--- config.mk ---
export PLATFORM = sky130hd
export DESIGN_NAME = mem_arbiter
export DESIGN_NICKNAME = d
export VERILOG_FILES = /design/src/rtl/mem_arbiter.sv
export SDC_FILE = /design/constraint.sdc
export NUM_CORES = 1
export LEC_CHECK = 0
export CAP_MARGIN = 20
export CORE_ASPECT_RATIO = 0.6
export CORE_MARGIN = 2
export CORE_UTILIZATION = 32
export CTS_CLUSTER_DIAMETER = 200
export DETAILED_ROUTE_END_ITERATION = 8
export DONT_BUFFER_PORTS = 1
export GPL_TIMING_DRIVEN = 0
export HOLD_SLACK_MARGIN = 0.05
export PLACE_DENSITY = 0.43
export SLEW_MARGIN = 10
export SYNTH_ARGS = -nofsm -noshare
export SYNTH_HDL_FRONTEND = slang
export SYNTH_SLANG_ARGS = --single-unit
--- constraint.sdc ---
create_clock -name clk -period 4.68 [get_ports clk]
set_clock_uncertainty 0.1 [all_clocks]
set_input_delay 0.936 -clock clk [delete_from_list [all_inputs] [get_ports clk]]
set_output_delay 0.936 -clock clk [all_outputs]
set_load 0.02 [all_outputs]
--- src/rtl/mem_arbiter.sv ---
// Two-master arbiter for the shared single-port memory: round-robin grant with a
// bounded ownership lock, registered memory command and fixed-latency read return.
module mem_arbiter #(
    parameter int DATA_WIDTH = 32,
    parameter int LOCK_MAX   = 4
) (
    input  logic                  clk,
    input  logic                  rst_n,

    input  logic                  m0_req,
    input  logic                  m0_we,
    input  logic                  m0_lock,
    input  logic [DATA_WIDTH-1:0] m0_addr,
    input  logic [DATA_WIDTH-1:0] m0_wdata,
    output logic                  m0_gnt,
    output logic                  m0_rvalid,
    output logic [DATA_WIDTH-1:0] m0_rdata,

    input  logic                  m1_req,
    input  logic                  m1_we,
    input  logic                  m1_lock,
    input  logic [DATA_WIDTH-1:0] m1_addr,
    input  logic [DATA_WIDTH-1:0] m1_wdata,
    output logic                  m1_gnt,
    output logic                  m1_rvalid,
    output logic [DATA_WIDTH-1:0] m1_rdata,

    output logic [DATA_WIDTH-1:0] mem_addr,
    output logic [DATA_WIDTH-1:0] mem_wdata,
    output logic                  mem_we,
    output logic                  mem_re,
    input  logic [DATA_WIDTH-1:0] mem_rdata
);

    typedef enum logic [1:0] {
        IDLE = 2'd0,
        OWN0 = 2'd1,
        OWN1 = 2'd2
    } state_t;

    state_t                state;
    logic                  last_grant;
    logic [3:0]            lock_cnt;
    logic [3:0]            cnt_inc;
    logic                  tag_valid;
    logic                  tag_id;

    logic                  acc;
    logic                  acc_id;
    logic                  acc_we;
    logic                  acc_lock;
    logic [DATA_WIDTH-1:0] acc_addr;
    logic [DATA_WIDTH-1:0] acc_wdata;

    // NOTE: every output of this block gets a default first so no path leaves it
    // unassigned, which would otherwise infer a latch on the grants.
    always_comb begin
        m0_gnt = 1'b0;
        m1_gnt = 1'b0;
        // Grants are gated by reset so nothing is accepted while the block is held.
        if (rst_n) begin
            unique case (state)
                IDLE: begin
                    if (m0_req && m1_req) begin
                        m0_gnt = last_grant;
                        m1_gnt = !last_grant;
                    end else begin
                        m0_gnt = m0_req;
                        m1_gnt = m1_req;
                    end
                end
                OWN0:    m0_gnt = m0_req;
                OWN1:    m1_gnt = m1_req;
                default: ;
            endcase
        end
    end

    assign acc       = (m0_req && m0_gnt) || (m1_req && m1_gnt);
    assign acc_id    = m1_req && m1_gnt;
    assign acc_we    = acc_id ? m1_we    : m0_we;
    assign acc_lock  = acc_id ? m1_lock  : m0_lock;
    assign acc_addr  = acc_id ? m1_addr  : m0_addr;
    assign acc_wdata = acc_id ? m1_wdata : m0_wdata;
    assign cnt_inc   = lock_cnt + 4'd1;

    // NOTE: sequential state uses non-blocking assignments so every register
    // samples the pre-edge values regardless of statement order.
    always_ff @(posedge clk or negedge rst_n) begin
        if (!rst_n) begin
            state      <= IDLE;
            last_grant <= 1'b1;
            lock_cnt   <= 4'd0;
        end else begin
            if (acc) begin
                last_grant <= acc_id;
            end
            unique case (state)
                IDLE: begin
                    if (acc && acc_lock) begin
                        state    <= acc_id ? OWN1 : OWN0;
                        lock_cnt <= 4'd1;
                    end
                end
                OWN0, OWN1: begin
                    // Only the owner can be accepted here; reaching LOCK_MAX forces release.
                    if (acc && acc_lock && (cnt_inc != 4'(LOCK_MAX))) begin
                        lock_cnt <= cnt_inc;
                    end else begin
                        state    <= IDLE;
                        lock_cnt <= 4'd0;
                    end
                end
                default: begin
                    state    <= IDLE;
                    lock_cnt <= 4'd0;
                end
            endcase
        end
    end

    // Memory command and pending-read tag; address and data hold when idle.
    always_ff @(posedge clk or negedge rst_n) begin
        if (!rst_n) begin
            mem_addr  <= '0;
            mem_wdata <= '0;
            mem_we    <= 1'b0;
            mem_re    <= 1'b0;
            tag_valid <= 1'b0;
            tag_id    <= 1'b0;
        end else begin
            mem_we    <= acc && acc_we;
            mem_re    <= acc && !acc_we;
            tag_valid <= acc && !acc_we;
            if (acc) begin
                mem_addr  <= acc_addr;
                mem_wdata <= acc_wdata;
                tag_id    <= acc_id;
            end
        end
    end

    always_ff @(posedge clk or negedge rst_n) begin
        if (!rst_n) begin
            m0_rvalid <= 1'b0;
            m1_rvalid <= 1'b0;
            m0_rdata  <= '0;
            m1_rdata  <= '0;
        end else begin
            m0_rvalid <= tag_valid && !tag_id;
            m1_rvalid <= tag_valid && tag_id;
            if (tag_valid && !tag_id) begin
                m0_rdata <= mem_rdata;
            end
            if (tag_valid && tag_id) begin
                m1_rdata <= mem_rdata;
            end
        end
    end

endmodule

Word-level counts from Yosys, hierarchy flattened

Index checks and enable logic that the tools add are counted.

Register bits: 140
Latch bits: 0
Bits in writable memories: 0
ROM bits: 0
Input bits: 168
Output and inout bits: 134
Logic and storage cells: 51
Memories kept: 0

$add $sub $neg: 1
Multipliers: 0
Div/mod/pow operators: 0
$lt $le $gt $ge: 0
Equal/unequal tests: 5
Shift-type cells: 0
Mux-type cells: 17
Bitwise logic cells: 0
Reduce and logical (&&, ||, !) cells: 16

Operators with widths:

| operator                                               | number |
|---|---|
| 2-to-1 mux 32 bit                                      | 2 |
| logical AND 1 bit                                      | 9 |
| 2-to-1 mux 4 bit                                       | 2 |
| one-hot mux 4 bit (2 select lines)                     | 1 |
| 2-to-1 mux 1 bit                                       | 6 |
| 2-to-1 mux 2 bit                                       | 3 |
| adder 4 x 1 -> 4 bit (second input constant)           | 1 |
| inequality test 2 bit (second input constant)          | 2 |
| inequality test 4 x 3 -> 1 bit (second input constant) | 1 |
| one-hot mux 1 bit (2 select lines)                     | 2 |
| one-hot mux 2 bit (2 select lines)                     | 1 |
| zero test 1 bit                                        | 3 |
| == test 2 x 1 -> 1 bit (second input constant)         | 1 |
| == test 2 bit (second input constant)                  | 1 |
| zero test 2 bit                                        | 1 |
| AND reduction 2 bit                                    | 1 |
| OR reduction 2 bit                                     | 1 |
| logical OR 1 bit                                       | 1 |

Depth between registers and ports, before layout

Depth after elaboration: 10
Depth in mapped cells: 9
Gate-level depth less buffers: 8

Worst setup path before layout

Ideal clock, no wire load.

Path type: in2out
Start: input port m0_req
End: output port m1_gnt
Data arrival time: 1.956 ns
Required time: 3.644 ns
Slack: 1.688 ns
Stages: 6
Buffers on the path: 2
Cell sequence: nand2_1 > a31oi_2 > or2_2 > inv_2 > buf_2 > buf_2

Word-level cells in the longest chain between the ends: 4

Ends and longest elaborated chain:

| element                            | RTL line | text |
|---|---|---|
| start, declared                    | 10       | `input logic m0_req,` |
| logical AND 1 bit                  | 64       | `if (m0_req && m1_req) begin` |
| 2-to-1 mux 1 bit                   | 64       |  |
| one-hot mux 1 bit (2 select lines) | 62       | `unique case (state)` |
| 2-to-1 mux 1 bit                   | 61       | `if (rst_n) begin` |
| end, declared                      | 24       | `output logic m1_gnt,` |

No other way between the ends.

Worst setup path in the final report

Start: register state[1]
End: output port m1_gnt

Word-level cells in the longest chain between the ends: 3
Elaborated cells between the ends (all ways): 4
Classes of those cells: eq/ne: 1; mux: 2; reduce/logical: 1

Ends and longest elaborated chain:

| element                                                 | RTL line | text |
|---|---|---|
| start, declared                                         | 41       | `state_t state;` |
| start signal, assigned                                  | 101      | `state <= acc_id ? OWN1 : OWN0;` |
| == test 2 bit / zero test 2 bit (equally long branches) | 62       |  |
| one-hot mux 1 bit (2 select lines) *                    | 62       |  |
| 2-to-1 mux 1 bit *                                      | 61       |  |

Mark *: on every way between the ends. The rest lies on a longest branch, timed or not.

==> metrics.txt <==
run status=completed; Post-CTS Repair Setup Buffers=0; initial DRC count=216; io pins=302; slowest stage delay, CP=400 ps; origin of the critical flop-to-flop path=state[1]; Leak Pwr=2.84 nW; flip-flop and latch area=0.00350 mm2; slowest stage cell on the critical path=dfrtp_1; number of antenna violations at the first check in global routing=0; maximum vdd drop=0.250 mV; WL per Instance=20.9 um; Critical Setup Path Class=register to primary output; antenna cell count=0; Die X=180 um; maximum number of pins on one net before global-route repair=143; Max Buffers Root-to-Sink=2; number of H-tree levels=4; filler cell count in the final layout=1729; headroom to the max-slew limit=58.3%; most frequent cells in the layout=139 x dfrtp_1, 77 x nand2_1, 67 x o21ai_1; share of synthesized flip-flops with an asynchronous set or reset=100%; post-DP HPWL=11600 um; pwr dens=787 mW/mm2; EDFF count, synth=0; final total power=5.40 mW; final setup TNS=0 ps; commonest non-fill, non-tap cell in the layout=dfrtp_1; achievable clock frequency=0.275 GHz; Total Routed Length=15800 um; Worst Path Max Fanout=10; required time reported for the critical path endpoint=3640 ps; first-pass detailed-route iteration total=5; biggest area consumer among synthesized cells=dfrtp_1; number of maximum-capacitance constraint violations=0; fraction of the yosys area taken by sequential cells=58.6%; die outline height=110 um; average cell area after synthesis=12.4 um2; share of layout cells above drive strength 1=23.5%; Cell Area, Synth=0.00598 mm2; final hold violations=0; clock slew seen by the registers of the worst setup and hold paths=60 ps; DRC violations left=0; unrepaired setup endpoints after global routing=false; FF-to-FF path depth=9; root buffer cell=clkbuf_16; total routing resource utilization after global routing=15.7%; final period utilization=77.6%; TritonCTS clock tree=done; Initial Util=32.8%; Critical Path, Cell by Cell=inv_1 -> ha_1 -> a31oi_2 -> or2_2 -> inv_2 -> buf_2 -> buf_2; launching element of the worst setup path=state[1]; crit path DAT=2600 ps; area added between synthesis and finish=14.7%; number of resized instances in the post-cts repair step=0; Placer Congestion=0.754; insertion delay of the later-clocked pin in the worst-skew pair=420 ps; number of buffers inserted during clock tree synthesis=17; area occupied by multi-input gates=0.00232 mm2; cts hold-fix bufs=0; largest cells by area after synthesis=dfrtp_1 58%, mux2_2 12%, mux2i_1 11%, o21ai_1 5.6%, nand2_1 4.8%; net total in the final layout=677; Vias=3802; count of state elements after synthesis=140; Tmin final=3630 ps; via count of the first global-routing pass=3911; dominant register cell in the synthesized netlist=dfrtp_1; Die Outline Area=0.0198 mm2; Tightest Pin Transition=626 ps; max-slew violation total from the final report=0; number of buffer cells added on primary ports=0; post-synth top area share=58.2%; number of distinct library cells after synthesis=36; synthesized instance count=483; CTS sink cnt=140; class of the tightest hold or removal check=primary input to asynchronous set/reset pin; average vias per placed instance=5.04; Final Setup Violations=0; most numerous cell on the critical path=buf_2; placeable core region=0.0182 mm2; startpoint class of the critical path=register; post-layout utilization of the core=37.7%; net count of the mapped netlist=658; standard-cell row count=38; Antenna Violating Nets Remaining=0; remaining global-route overflow=0; first-pass GRT wire length=23300 um; Critical Path End Type=primary output; number of warnings issued by yosys=0
-- worst max-delay path, delay by kind of cell (launching register included) --
kind            cells  cell delay (ps)
compound gates      1              140
buf+inv             4              970
simple gates        1              380
fa+ha+maj           1              260
flops               1              400
-- cell usage after synthesis (2+ instances only) --
cell type  number
nor3b_2         2
clkbuf_1        8
ha_1            7
nor2b_1         2
buf_1           3
dfrtp_1       139
nand2_1        77
inv_1           5
buf_2          14
mux2i_1        66
o21ai_1        67
nand3_1         3
mux2_2         64
buf_4           3
a21o_1          2
-- power by group --
part	switching, mW	leakage (nW)	internal, mW
combinational	0.523	0.877	0.574
sequential	1.17	1.69	1.80
clock	0.577	0.277	0.751
-- state kept, by name, indices dropped and copies added, names as in the netlist --
register and cells:
m1_rdata 32, m0_rdata 32, mem_we 1, m1_rvalid 1, last_grant 1, mem_addr 32, lock_cnt 4, mem_wdata 32
m0_rvalid 1, state 2, tag_valid 1, tag_id 1
-- per-stage QoR --
step | area, um2 | setup WS, ps | std cells | hold WS (ps)
after floorplan | 5980 | 1690 | 483 | 347
after global placement | 6280 | 1190 | 723 | 360
after detailed placement | 6280 | 1170 | 723 | 362
after CTS | 6860 | 900 | 755 | 82.7
after global routing | 6860 | 787 | 755 | 77.2
final | 6860 | 1050 | 755 | 110
-- cell families (layout without fill, tap and decap cells) --
group	Yosys count	in the layout	synth area share, %
AOI/OAI and AO/OA	80	80	7.64
xor gates and xnor gates	1	1	0.146
adders and majority gates	7	7	1.46
buffers and inverters	34	66	2.62
DFF	140	140	58.6
muxes	130	130	23.1
and+or+nand+nor	91	91	6.44
-- layer usage --
layer | global-route usage, % | part of all wire [%] | vias to the layer above
met1 | 19.2 | 42 | 1856
met3 | 6.16 | 8.9 | 24
met5 | 0 | 0 | -
li1 | - | - | 1725
met4 | 6.91 | 1.6 | 0
met2 | 24.8 | 47 | 197
-- area by class of cell --
type                    count  area share (%)
plain buffers              28            1.95
clock buffers              17            6.20
multi-input cells         309            33.8
clock inverters            15            2.23
flip-flops and latches    140            51.1
well taps                 240            4.38
inverters                   6           0.328
-- path summary, 6_finish.rpt --
check | endpoint | slack (ps)
worst max-delay path | m1_gnt | 1050
worst min-delay path | mem_addr[8] | 110
worst max register to register | mem_wdata[21] | 2140
worst min register to register | last_grant | 370
max in group asynchronous | mem_wdata[27] | 4080
min in group clk | last_grant | 370
No activity file was read; power rests on OpenSTA's default activity.
